### src/rtl/pixel_stream_unpacker.sv
// pixel_stream_unpacker
//   Receives the 32-bit packed RGB888 video stream (3 words carry 4 pixels),
//   unpacks it into one pixel per handshake, tracks the raster position and
//   checks SOF (tuser) / EOL (tlast) framing.
//
// Ports
//   aclk, areset          clock, asynchronous active-high reset
//   in_stream_t*          AXI4-Stream slave (tdata byte k = tdata[8k+7:8k])
//   pix_r/g/b, pix_x/y    presented pixel colour and raster position
//   pix_sof, pix_eol      pixel is (0,0) / pixel is the last of its line
//   pix_valid, pix_ready  pixel handshake
//   err_sof, err_eol      sticky framing error flags
//
// Build option
//   PIXEL_UNPACK_CHECK_EN  defined: framing checks, error flags and early-tlast
//                          line resync. Undefined: tlast ignored, tuser only
//                          resyncs to (0,0), error flags tied low.
//
// State | meaning
// ------+------------------------------------------------------------------
// FIRST | accepting words; each accepted word yields one pixel
// SECOND| ph2 word taken, P3 waits in the residue for the next pixel slot;
//       | the input is stalled until P3 is loaded into the output register
module pixel_stream_unpacker #(
    parameter int X_SIZE = 640,
    parameter int Y_SIZE = 480
) (
    input  logic        aclk,
    input  logic        areset,
    input  logic [31:0] in_stream_tdata,
    input  logic [3:0]  in_stream_tkeep,
    input  logic        in_stream_tlast,
    input  logic        in_stream_tuser,
    input  logic        in_stream_tvalid,
    output logic        in_stream_tready,
    output logic [7:0]  pix_r,
    output logic [7:0]  pix_g,
    output logic [7:0]  pix_b,
    output logic [9:0]  pix_x,
    output logic [8:0]  pix_y,
    output logic        pix_sof,
    output logic        pix_eol,
    output logic        pix_valid,
    input  logic        pix_ready,
    output logic        err_sof,
    output logic        err_eol
);

    localparam logic [9:0] X_LAST = 10'(X_SIZE - 1);
    localparam logic [9:0] X_P2   = 10'(X_SIZE - 2);
    localparam logic [8:0] Y_LAST = 9'(Y_SIZE - 1);

    typedef enum logic {S_FIRST, S_SECOND} state_t;

    state_t      state, state_nxt;
    logic        run;
    logic [1:0]  ph, ph_nxt;
    logic [23:0] residue, residue_nxt;
    logic [9:0]  x_pos, x_pos_nxt;      // position of the next pixel produced
    logic [8:0]  y_pos, y_pos_nxt;
    logic        eol_pend, eol_pend_nxt;

    logic        out_free, accept, load, line_resync;
    logic [7:0]  ld_r, ld_g, ld_b;
    logic [9:0]  ld_x;
    logic [8:0]  ld_y;
    logic [1:0]  eff_ph;
    logic [9:0]  eff_x;
    logic [8:0]  eff_y;
    logic [7:0]  lane0, lane1, lane2, lane3;
    logic        unused_inputs;

    assign lane0 = in_stream_tdata[7:0];
    assign lane1 = in_stream_tdata[15:8];
    assign lane2 = in_stream_tdata[23:16];
    assign lane3 = in_stream_tdata[31:24];
    assign unused_inputs = ^{in_stream_tkeep, in_stream_tlast};

    // run holds tready low for the whole reset and the cycle it is released in
    assign out_free         = !pix_valid || pix_ready;
    assign in_stream_tready = run && (state == S_FIRST) && out_free;
    assign accept           = in_stream_tvalid && in_stream_tready;

    // tuser always restarts the frame; the word then unpacks as a ph0 word
    assign eff_ph = in_stream_tuser ? 2'd0  : ph;
    assign eff_x  = in_stream_tuser ? 10'd0 : x_pos;
    assign eff_y  = in_stream_tuser ? 9'd0  : y_pos;

    function automatic logic [8:0] y_step(input logic [8:0] y);
        return (y == Y_LAST) ? 9'd0 : y + 9'd1;
    endfunction

`ifdef PIXEL_UNPACK_CHECK_EN
    logic at_start, eol_exp, set_esof, set_eeol;

    assign at_start    = (x_pos == 10'd0) && (y_pos == 9'd0) && (ph == 2'd0);
    // tlast belongs on the ph2 word whose P3 lands on the last column
    assign eol_exp     = (eff_ph == 2'd2) && (eff_x == X_P2);
    assign line_resync = in_stream_tlast && !eol_exp;
    assign set_esof    = accept && (in_stream_tuser != at_start);
    assign set_eeol    = accept && (in_stream_tlast != eol_exp);

    always_ff @(posedge aclk or posedge areset) begin
        if (areset) begin
            err_sof <= 1'b0;
            err_eol <= 1'b0;
        end else begin
            if (set_esof) err_sof <= 1'b1;
            if (set_eeol) err_eol <= 1'b1;
        end
    end
`else
    assign line_resync = 1'b0;
    assign err_sof     = 1'b0;
    assign err_eol     = 1'b0;
`endif

    always_comb begin
        state_nxt    = state;
        ph_nxt       = ph;
        residue_nxt  = residue;
        x_pos_nxt    = x_pos;
        y_pos_nxt    = y_pos;
        eol_pend_nxt = eol_pend;
        load         = 1'b0;
        ld_r         = 8'd0;
        ld_g         = 8'd0;
        ld_b         = 8'd0;
        ld_x         = x_pos;
        ld_y         = y_pos;
        case (state)
            S_FIRST: begin
                if (accept) begin
                    load = 1'b1;
                    ld_x = eff_x;
                    ld_y = eff_y;
                    case (eff_ph)
                        2'd0: begin
                            {ld_r, ld_g, ld_b} = {lane0, lane1, lane2};
                            residue_nxt        = {16'd0, lane3};
                            ph_nxt             = 2'd1;
                        end
                        2'd1: begin
                            {ld_r, ld_g, ld_b} = {residue[7:0], lane0, lane1};
                            residue_nxt        = {8'd0, lane3, lane2};
                            ph_nxt             = 2'd2;
                        end
                        default: begin
                            {ld_r, ld_g, ld_b} = {residue[7:0], residue[15:8], lane0};
                            residue_nxt        = {lane3, lane2, lane1};
                            state_nxt          = S_SECOND;
                            // an early tlast on a ph2 word takes effect after P3
                            eol_pend_nxt       = line_resync;
                        end
                    endcase
                    if (line_resync && (eff_ph != 2'd2)) begin
                        x_pos_nxt   = 10'd0;
                        y_pos_nxt   = y_step(eff_y);
                        ph_nxt      = 2'd0;
                        residue_nxt = 24'd0;
                    end else if (eff_x == X_LAST) begin
                        x_pos_nxt = 10'd0;
                        y_pos_nxt = y_step(eff_y);
                    end else begin
                        x_pos_nxt = eff_x + 10'd1;
                        y_pos_nxt = eff_y;
                    end
                end
            end
            S_SECOND: begin
                if (out_free) begin
                    load               = 1'b1;
                    {ld_r, ld_g, ld_b} = {residue[7:0], residue[15:8], residue[23:16]};
                    state_nxt          = S_FIRST;
                    ph_nxt             = 2'd0;
                    residue_nxt        = 24'd0;
                    eol_pend_nxt       = 1'b0;
                    if (eol_pend || (x_pos == X_LAST)) begin
                        x_pos_nxt = 10'd0;
                        y_pos_nxt = y_step(y_pos);
                    end else begin
                        x_pos_nxt = x_pos + 10'd1;
                    end
                end
            end
            default: state_nxt = S_FIRST;
        endcase
    end

    always_ff @(posedge aclk or posedge areset) begin
        if (areset) state <= S_FIRST;
        else        state <= state_nxt;
    end

    always_ff @(posedge aclk or posedge areset) begin
        if (areset) begin
            run      <= 1'b0;
            ph       <= 2'd0;
            residue  <= 24'd0;
            x_pos    <= 10'd0;
            y_pos    <= 9'd0;
            eol_pend <= 1'b0;
        end else begin
            run      <= 1'b1;
            ph       <= ph_nxt;
            residue  <= residue_nxt;
            x_pos    <= x_pos_nxt;
            y_pos    <= y_pos_nxt;
            eol_pend <= eol_pend_nxt;
        end
    end

    // load only happens when the slot is free, so a stalled pixel never changes
    always_ff @(posedge aclk or posedge areset) begin
        if (areset) begin
            pix_valid <= 1'b0;
            pix_r     <= 8'd0;
            pix_g     <= 8'd0;
            pix_b     <= 8'd0;
            pix_x     <= 10'd0;
            pix_y     <= 9'd0;
            pix_sof   <= 1'b0;
            pix_eol   <= 1'b0;
        end else if (load) begin
            pix_valid <= 1'b1;
            pix_r     <= ld_r;
            pix_g     <= ld_g;
            pix_b     <= ld_b;
            pix_x     <= ld_x;
            pix_y     <= ld_y;
            pix_sof   <= (ld_x == 10'd0) && (ld_y == 9'd0);
            pix_eol   <= (ld_x == X_LAST);
        end else if (pix_ready) begin
            pix_valid <= 1'b0;
        end
    end

endmodule

### config.mk
export PLATFORM = sky130hd
export DESIGN_NAME = pixel_stream_unpacker
export DESIGN_NICKNAME = d
export VERILOG_FILES = /design/src/rtl/pixel_stream_unpacker.sv
export SDC_FILE = /design/constraint.sdc
export NUM_CORES = 1
export LEC_CHECK = 0
export CORE_MARGIN = 8
export CORE_UTILIZATION = 42
export DETAILED_ROUTE_END_ITERATION = 8
export DONT_BUFFER_PORTS = 1
export PLACE_DENSITY = 0.65
export REMOVE_ABC_BUFFERS = 1
export SETUP_SLACK_MARGIN = 0.1
export SLEW_MARGIN = 20
export SYNTH_ARGS = -nofsm -noshare
export SYNTH_HDL_FRONTEND = slang
export SYNTH_SLANG_ARGS = --single-unit
### constraint.sdc
create_clock -name aclk -period 3.6 [get_ports aclk]
set_clock_uncertainty 0.2 [all_clocks]
set_input_delay 0.36 -clock aclk [delete_from_list [all_inputs] [get_ports aclk]]
set_output_delay 0.36 -clock aclk [all_outputs]
set_load 0.02 [all_outputs]
==> impl_results.md, run 1 <==
* Clk pin slew, worst setup/hold paths at 0.06 ns
* FF-to-FF Start: pix_valid
* Diode count at 0
* Post-synthesis mux area share at 0.2250%
* Synth Area in Simple Gates at 20.45%
* Initial Util at 42.37%
* Cell taking the most area after synthesis: dfrtp_1
* Hold buffers post-CTS at 28
* Share of cells above drive strength 1 at 7.760%
* Crit Path Class: reg2reg
* Max Fanout on Critical Path at 13
* Critical Path Start: pix_valid
* Antenna violations before repair at 0
* Pwr dens at 632.4 nW/µm²
* Max Freq at 0.3140 GHz
* Area Growth Syn to Fin at 13.15%
* Hold_ws at 0.02114 ns
* Commonest non-fill, non-tap cell in the layout: dfrtp_1
* Die area at 15670 µm²
* GP Congestion at 0.8855
* Clock tree buffer depth at 2
* H-tree depth at 3
* Area of the multi-input gates at 2440 µm²
* # IOs at 91
* DR WL/cell at 21.70 µm
* Grt ovf at 0
* First-pass GRT wire length at 25090 µm
* Commonest cells after routing, fill and taps aside: dfrtp_1, nand2_1, o21ai_0, nor2_1, a21oi_1
* Post-Syn Instances at 551
* Post-synthesis sequential area ratio at 46.50%
* Yosys warnings at 0
* Min-Delay Path Class: in2reg
* Reg area at 2327 µm²
* Total GRT Usage at 19.96%
* Vias at 4498
* Crit path capture type: flop
* Core area at 11810 µm²
* Max cap viols at 0
* Largest family of logic cells by synthesized area: compound AO/OA/AOI/OAI gates
* Antenna-violating nets left at 0
* Fin. Hold Viols at 0
* Number of synthesized flops with an enable pin at 0
* Synth Flop Type: dfrtp_1
* Chip height at 125.2 µm
* Share of the synthesized area in the top cell type at 46.50%
* Clock Sinks at 93
* Vias per inst at 6.300
* Syn_area_per_cell at 9.083 µm²
* Largest net degree at the start of global routing at 74
* Peak VDD IR at 0.0003422 V
* Die X at 125.2 µm
* Startpoint types: flop
* Max Slew Vio Count at 0
* Worst skew pair latency at 0.34 ns
* #FFs+latches synth at 93
* Number of remaining DRC errors at 0
* Mapped cell area at 5005 µm²
* Ys async rst share at 100.0%
* Compound-gate portion of the synthesized area at 25.63%
* Post-CTS resize count at 0
* Data arrival, critical path at 3.27 ns
* CP required at 3.68 ns
* Layout fillers at 1109
* RSZ-0062 raised after global routing: false
* Ranking of synthesized cells by area: dfrtp_1, nand2_1, o21ai_0, a22oi_1, a21oi_1
* Final period utilization at 88.48%
* Pleak at 2.464 nW
* Pre-Repair DR Iteration Count at 5
* Setup violators final at 0
* Vias in the first global route at 4593
* Post-DP HPWL at 9981 µm
* Post-Synth Adder-Cell Area at 1.000%
* Nets at 609
* CTS tree: built
* Status: finished, final reports clean
* Slew HR at 23.04%
* Port bufs at 0
* Rows at 40
* Setup Buffers After CTS at 0
* CTS Buf Count at 9
* DRT Wirelength at 15500 µm
* Post-synthesis xor/xnor area fraction at 0.8750%
* Worst Max-Slew Pin Slew at 1.150 ns
* Hold Startpoint: in_stream_tdata[15]
* Clock Tree Root: clkbuf_16
* Starting DRT DRC Count at 398
* Post-route setup TNS at 0 ns
* Tmin final at 3.185 ns
* Synth cell types at 62
## report_power, final
part | internal [W] | leakage [nW] | total (W) | switching (W)
Sequential | 0.00131 | 1.22 | 0.00179 | 0.000481
Clock | 0.000535 | 0.134 | 0.000919 | 0.000384
Combinational | 0.000390 | 1.11 | 0.000873 | 0.000483
## through the flow
stage	std cells	power (W)	utilization (%)	cell area [µm²]	worst slack (ns)
global route	714	0.003781	47.94	5663	0.2864
detailed placement	671	0.002596	43.24	5107	0.9446
global placement	671	0.002566	43.24	5107	1.048
finish	714	0.003581	47.94	5663	0.4149
CTS	714	0.003597	47.94	5663	0.4611
floorplan	506	0.002275	-	4768	-2.895
## critical path: stages (launching register included)
cell and delay [ns]:
dfrtp_1 0.47, nand2b_1 0.28, nand3_1 0.28, nor2_1 0.95
a222oi_1 0.27, dlygate4sd3_1 0.62, nand2_1 0.06
## kinds of logic after synthesis
kind of cell / Yosys count
AO/OA/AOI/OAI: 187
XOR/XNOR: 5
adder cells (fa/ha/maj): 4
buffers and inverters: 51
flip-flops: 93
multiplexers: 1
other: 2
AND/OR/NAND/NOR: 208
## state kept, by name (all words and copies together) (netlist names)
name and cells:
ph 2, pix_b 8, pix_eol 1, pix_g 8, pix_r 8, pix_sof 1, pix_valid 1, pix_x 10
pix_y 9, residue 24, run 1, state 1, x_pos 10, y_pos 9
## layer usage
layer / vias up / global-route usage (%) / wire (µm)
met1: 2198 / 24.16 / 6201
met3: 31 / 6.502 / 1478
met4: 0 / 8.166 / 376
met2: 206 / 32.15 / 7439
met5: - / 0 / 0
li1: 2063 / - / -
## worst paths after layout
check,slack [ns],cells after the start,to
max in group asynchronous,1.97,3,x_pos[8]
min in group asynchronous,0.49,2,pix_r[6]
setup reg to reg,0.41,6,pix_g[6]
hold reg to reg,0.27,2,residue[22]
hold / removal,0.02,2,pix_g[7]
setup / recovery,0.41,6,pix_g[6]
## cell type report
| class | count | share of cell area (%) |
|---|---|---|
| Multi-Input combinational cell | 408 | 43.08 |
| Tap cell | 147 | 3.248 |
| Inverter | 5 | 0.3756 |
| Timing Repair Buffer | 46 | 7.335 |
| Sequential cell | 93 | 41.10 |
| Clock inverter | 2 | 0.6186 |
| Clock buffer | 13 | 4.242 |
## synth_stat cells (6+ instances only)
cell       n
nor2_1    37
o22a_1     8
nand3_1   29
clkbuf_1  27
nand4_1    6
nor3_1     6
o21ai_0   46
nand2_1   79
a221oi_1  10
nor4_1     6
a21oi_1   32
o221ai_1   8
o31ai_1    8
dfrtp_1   93
a22o_1    17
nor2b_1   18
a22oi_1   28
Power figures use the tool's default switching activity.
==> inputs of run 2 (changes only) <==
--- a/config.mk
+++ b/config.mk
@@ -5,6 +5,7 @@
 export SDC_FILE = /design/constraint.sdc
 export NUM_CORES = 1
 export LEC_CHECK = 0
+export CORE_ASPECT_RATIO = 1.1
 export CORE_MARGIN = 8
 export CORE_UTILIZATION = 42
 export DETAILED_ROUTE_END_ITERATION = 8
@@ -12,7 +13,6 @@
 export PLACE_DENSITY = 0.65
 export REMOVE_ABC_BUFFERS = 1
 export SETUP_SLACK_MARGIN = 0.1
-export SLEW_MARGIN = 20
 export SYNTH_ARGS = -nofsm -noshare
 export SYNTH_HDL_FRONTEND = slang
 export SYNTH_SLANG_ARGS = --single-unit
==> run 2 against run 1 <==
Via count grew 0.67%. Sequential share of layout area shrank 0.25 points. Flip-flop and latch count is the same. Largest power group unchanged. Fmax grew 3.0%. Critical endpoint is now pix_g[5]. Non-clock buffer count grew 3. Clock-buffer cell count shrank 1. First-iteration DRC count grew 33%. Global-route usage grew 0.096 points. Worst setup slack gained 0.094 ns.
==> impl_results.md, run 2 (synthesis results as in run 1) <==
* Status: finished, final reports clean
* Starting DRT DRC Count at 530
* Area Growth Syn to Fin at 13.85%
* Hold_ws at 0.01870 ns
* Commonest non-fill, non-tap cell in the layout: dfrtp_1
* Post-CTS resize count at 0
* Antenna violations before repair at 0
* Pwr dens at 627.8 nW/µm²
* CTS Buf Count at 9
* Clock tree buffer depth at 2
* Nets at 612
* Worst Max-Slew Pin Slew at 1.122 ns
* Clock Sinks at 93
* Rows at 42
* Post-DP HPWL at 10260 µm
* Antenna-violating nets left at 0
* Cell mode on critical path: nor2_1
* Largest registers: residue: 24 flops, pix_x: 10 flops, x_pos: 10 flops
* Max Freq at 0.3235 GHz
* RSZ-0062 raised after global routing: false
* Port bufs at 0
* Max layer used: met4
* Grt ovf at 0
* Final instance area at 5698 µm²
* Final period utilization at 85.86%
* Reg with most FFs: residue
* Share of cells above drive strength 1 at 8.932%
* Largest net degree at the start of global routing at 51
* Initial Util at 42.33%
* Total GRT Usage at 20.05%
* Chip height at 130.5 µm
* FF-to-FF setup slack at 0.51 ns
* Met1 WL at 6261 µm
* Max Fanout on Critical Path at 24
* Clk pin slew, worst setup/hold paths at 0.07 ns
* Clock Tree Root: clkbuf_16
* Vias at 4528
* Min-Delay Path Class: in2reg
* Worst path depth at 6
* Met2 routed WL at 7478 µm
* Critical Path Start: ph[1]
* Data arrival, critical path at 3.17 ns
* First-pass GRT wire length at 24540 µm
* CP endpoint: pix_g[5]
* Crit path cell chain: nor2_1, nor2_1, nor2_1, a222oi_1, dlygate4sd3_1, nand2_1
* Die X at 120.1 µm
* DP Area at 5139 µm²
* Peak VDD IR at 0.0004132 V
* DR WL/cell at 21.73 µm
* Crit Path Class: reg2reg
* Number of flip-flops in the largest register at 24
* Vias per inst at 6.246
* Setup Buffers After CTS at 0
* Slew HR at 24.90%
* Vias in the first global route at 4477
* Startpoint types: flop
* CP max stage delay at 0.84 ns
* Tmin final at 3.091 ns
* CP Buf/Inv Count at 1
* Number of remaining DRC errors at 0
* Pre-Repair DR Iteration Count at 5
* Pleak at 2.484 nW
* Fin. Hold Viols at 0
* Commonest cells after routing, fill and taps aside: dfrtp_1, nand2_1, o21ai_0, nor2_1, a21oi_1
* Max Slew Vio Count at 0
* R2r endpoint: pix_g[5]
* Crit path capture type: flop
* Setup violators final at 0
* Max cap viols at 0
* DR WL met3 at 1638 µm
* CTS tree: built
* Reg2Reg Depth at 6
* H-tree depth at 3
* FF-to-FF Start: ph[1]
* Worst path top cell family by delay: simple AND/OR/NAND/NOR gates
* GP Congestion at 0.9017
* Slowest stage cell, crit path: nor2_1
* Core area at 11820 µm²
* Diode count at 0
* Worst skew pair latency at 0.34 ns
* # IOs at 91
* DRT Wirelength at 15750 µm
* CP required at 3.68 ns
* Die area at 15670 µm²
-- run 2: cell count changes in the layout (fill, tap and decap cells not counted) --
cell        change
bufinv_16       -1
clkbuf_1        -3
clkbuf_8        +2
clkinv_2        +2
buf_4           +3
clkinvlp_4      +1
-- run 2: layer usage --
layer	GRT usage, %	vias to the layer above
met5	0	-
met4	8.235	0
met3	6.704	31
met2	32.30	246
met1	24.33	2185
li1	-	2066
-- run 2: how the worst min path moves through the flow --
stage | startpoint | endpoint | slack [ns] | cells past startpoint
after floorplan | residue[0] | pix_r[0] | 0.24 | 2
after global placement | areset | pix_r[1] | 0.13 | 1
after detailed placement | areset | pix_y[2] | 0.14 | 1
after CTS | in_stream_tdata[8] | pix_g[0] | 0.01 | 2
after global routing | in_stream_tdata[11] | residue[3] | 0.04 | 2
final | in_stream_tdata[8] | pix_g[0] | 0.02 | 2
-- run 2: what timing repair did --
| action | in CTS | in global routing |
|---|---|---|
| endpoints found under the setup margin | 0 | 0 |
| endpoints found under the hold margin | 71 | 0 |
| hold buffers | 28 | 0 |
-- run 2: per-stage QoR --
stage                     worst slack, ns  utilization, %  setup TNS, ns  power, W  std cells
after floorplan                    -2.895               -        -129.16  0.002275        506
after global placement              1.011           43.46              0  0.002568        681
after detailed placement           0.8967           43.46              0  0.002602        681
after CTS                          0.5678           48.19              0  0.003583        725
after global routing               0.3775           48.19              0  0.003755        725
final                              0.5089           48.19              0  0.003577        725
-- run 2: final cells by class --
class                   instances  area [µm²]
inverters                       5       21.27
clock buffers                  12       256.5
clock inverters                 4       22.52
well taps                     154       192.7
flip-flops and latches         93        2327
multi-input cells             408        2440
repair buffers                 49       437.9
fillers                      1111        6126
-- run 2: power breakdown --
group | internal [W] | total [W] | switching (W)
clock | 0.000503 | 0.000906 | 0.000403
sequential | 0.00131 | 0.00178 | 0.000477
combinational | 0.000392 | 0.000887 | 0.000494
total | 0.00220 | 0.00358 | 0.00137
==> inputs of run 3 (changes only) <==
--- a/config.mk
+++ b/config.mk
@@ -11,6 +11,7 @@
 export DETAILED_ROUTE_END_ITERATION = 8
 export DONT_BUFFER_PORTS = 1
 export PLACE_DENSITY = 0.65
+export RECOVER_POWER = 100
 export REMOVE_ABC_BUFFERS = 1
 export SETUP_SLACK_MARGIN = 0.1
 export SYNTH_ARGS = -nofsm -noshare
==> run 3 against run 2 <==
The flow now finishes with violations (capacitance limit, slew limit). Global-route usage stayed put. Clock power hardly changed. Clock-buffer cell count stayed put. Fmax is 2.1% lower. Sequential share of layout area is 0.46 points higher. Final area is 1.1% lower. Worst setup slack worse by 0.066 ns. Register-to-register slack worse by 0.07 ns. Die area stayed put. Combinational power is 2% lower. Critical path type unchanged.
==> impl_results.md, run 3 (synthesis results as in run 1) <==
* Status: finished with violations
* Failing checks: capacitance limit, slew limit
* Reg with most FFs: residue
* # IOs at 91
* Core area at 11820 µm²
* Clock Sinks at 93
* Layout fillers at 1125
* Initial Util at 42.33%
* H-tree depth at 3
* Post-route setup TNS at 0 ns
* Share of cells above drive strength 1 at 6.830%
* Final Non-Filler Cells at 725
* Setup violators final at 0
* CP endpoint: residue[14]
* Worst slack, placed at 0.8967 ns
* Slew HR at -36.02%
* Worst skew pair latency at 0.34 ns
* Peak VDD IR at 0.0004058 V
* Reg2Reg Depth at 6
* Worst Max-Slew Pin Slew at 2.029 ns
* CTS tree: built
* Total GRT Usage at 20.05%
* Post-DP HPWL at 10260 µm
* Chip height at 130.5 µm
* Fin. Hold Viols at 0
* Grt ovf at 0
* Antenna-violating nets left at 0
* Number of flip-flops in the largest register at 24
* Starting DRT DRC Count at 492
* Area Growth Syn to Fin at 12.57%
* Vias in the first global route at 4477
* Min-Delay Path Class: in2reg
* Dpl cells at 681
* Commonest cells after routing, fill and taps aside: dfrtp_1, nand2_1, o21ai_0, nor2_1, a21oi_1
* Largest registers: residue: 24 flops, pix_x: 10 flops, x_pos: 10 flops
* Vias at 4539
* Data arrival, critical path at 3.23 ns
* Seq pwr share at 50.2%
* GP Congestion at 0.9017
* Port bufs at 0
* Clk pin slew, worst setup/hold paths at 0.07 ns
* First-pass GRT wire length at 24540 µm
* Diode count at 0
* CP required at 3.68 ns
* DR WL/cell at 21.62 µm
* CTS Buf Count at 9
* Pwr dens at 631.8 nW/µm²
* Nets at 612
* Number of remaining DRC errors at 0
* Final period utilization at 87.69%
* FF-to-FF Start: ph[1]
* Max Freq at 0.3168 GHz
* Clock Tree Root: clkbuf_16
* Pleak at 2.437 nW
* Max Slew Vio Count at 47
* Die X at 120.1 µm
* Antenna violations before repair at 0
* Internal power at 0.002190 W
* Clock tree buffer depth at 2
* Critical Path Start: ph[1]
* Crit path capture type: flop
* R2r endpoint: residue[14]
* FF-to-FF setup slack at 0.44 ns
* Crit Path Class: reg2reg
* Final worst slack at 0.4432 ns
* Die area at 15670 µm²
* DRT Wirelength at 15680 µm
* Max cap viols at 1
* P_sw at 0.001369 W
* DP Area at 5139 µm²
* Commonest non-fill, non-tap cell in the layout: dfrtp_1
* Rows at 42
* Pre-Repair DR Iteration Count at 7
* Final instance area at 5634 µm²
* Tmin final at 3.157 ns
* Part of the power in combinational logic at 24.4%
* Startpoint types: flop
* Setup Buffers After CTS at 0
* Vias per inst at 6.261
* RSZ-0062 raised after global routing: false
* Clock power frac at 25.4%
* Switch share at 38.47%
* Largest net degree at the start of global routing at 51
* Max Fanout on Critical Path at 24
* Hold path depth at 2
run 3: metrics by stage:
| step | hold slack [ns] | util, % | power, W |
|---|---|---|---|
| after detailed placement | 0.1416 | 43.46 | 0.002602 |
| after floorplan | 0.2384 | - | 0.002275 |
| after CTS | 0.01161 | 48.19 | 0.003583 |
| after global placement | 0.1309 | 43.46 | 0.002568 |
| after global routing | 0.04012 | 47.65 | 0.003739 |
| final | 0.01739 | 47.65 | 0.003560 |
run 3: repair_timing:
item                      in CTS  in global routing
hold buffers                  28                  0
resized for setup              0                  0
hold endpoints to repair      71                  0
run 3: power groups by stage:
stage	combinational [W]	clock, W	sequential, W
floorplan	0.000562	0	0.00171
global placement	0.000772	0	0.00180
detailed placement	0.000800	0	0.00180
CTS	0.000876	0.000919	0.00179
global route	0.000966	0.000949	0.00182
finish	0.000870	0.000904	0.00179
run 3: area by class of cell:
cell class | instances | area (µm²) | area share (%)
clock buffer | 12 | 256.5 | 4.553
clock inverter | 4 | 22.52 | 0.3997
inverter | 5 | 20.02 | 0.3553
multi-input combinational | 408 | 2416 | 42.88
sequential | 93 | 2327 | 41.31
tap | 154 | 192.7 | 3.420
timing repair buffer | 49 | 399.1 | 7.084
run 3: per-layer routing:
layer / track usage, % / part of all wire (%)
met1: 24.33 / 40
met5: 0 / 0
met4: 8.235 / 2.5
met3: 6.704 / 11
met2: 32.30 / 47
run 3: worst min path at each step:
| stage | end | from | slack (ns) |
|---|---|---|---|
| 6_report | pix_g[0] | in_stream_tdata[8] | 0.02 |
| 5_1_grt | residue[3] | in_stream_tdata[11] | 0.04 |
| 4_1_cts | pix_g[0] | in_stream_tdata[8] | 0.01 |
| 3_5_place_dp | pix_y[2] | areset | 0.14 |
| 3_3_place_gp | pix_r[1] | areset | 0.13 |
| 2_1_floorplan | pix_r[0] | residue[0] | 0.24 |
run 3: worst max-delay path, cell delays in order (launching register included):
cell and delay [ns]:
dfrtp_1 0.94, nand2_1 0.42, nor2_1 0.50, clkbuf_1 0.28, a22oi_1 0.12, nand2_1 0.08
dlygate4sd3_1 0.54
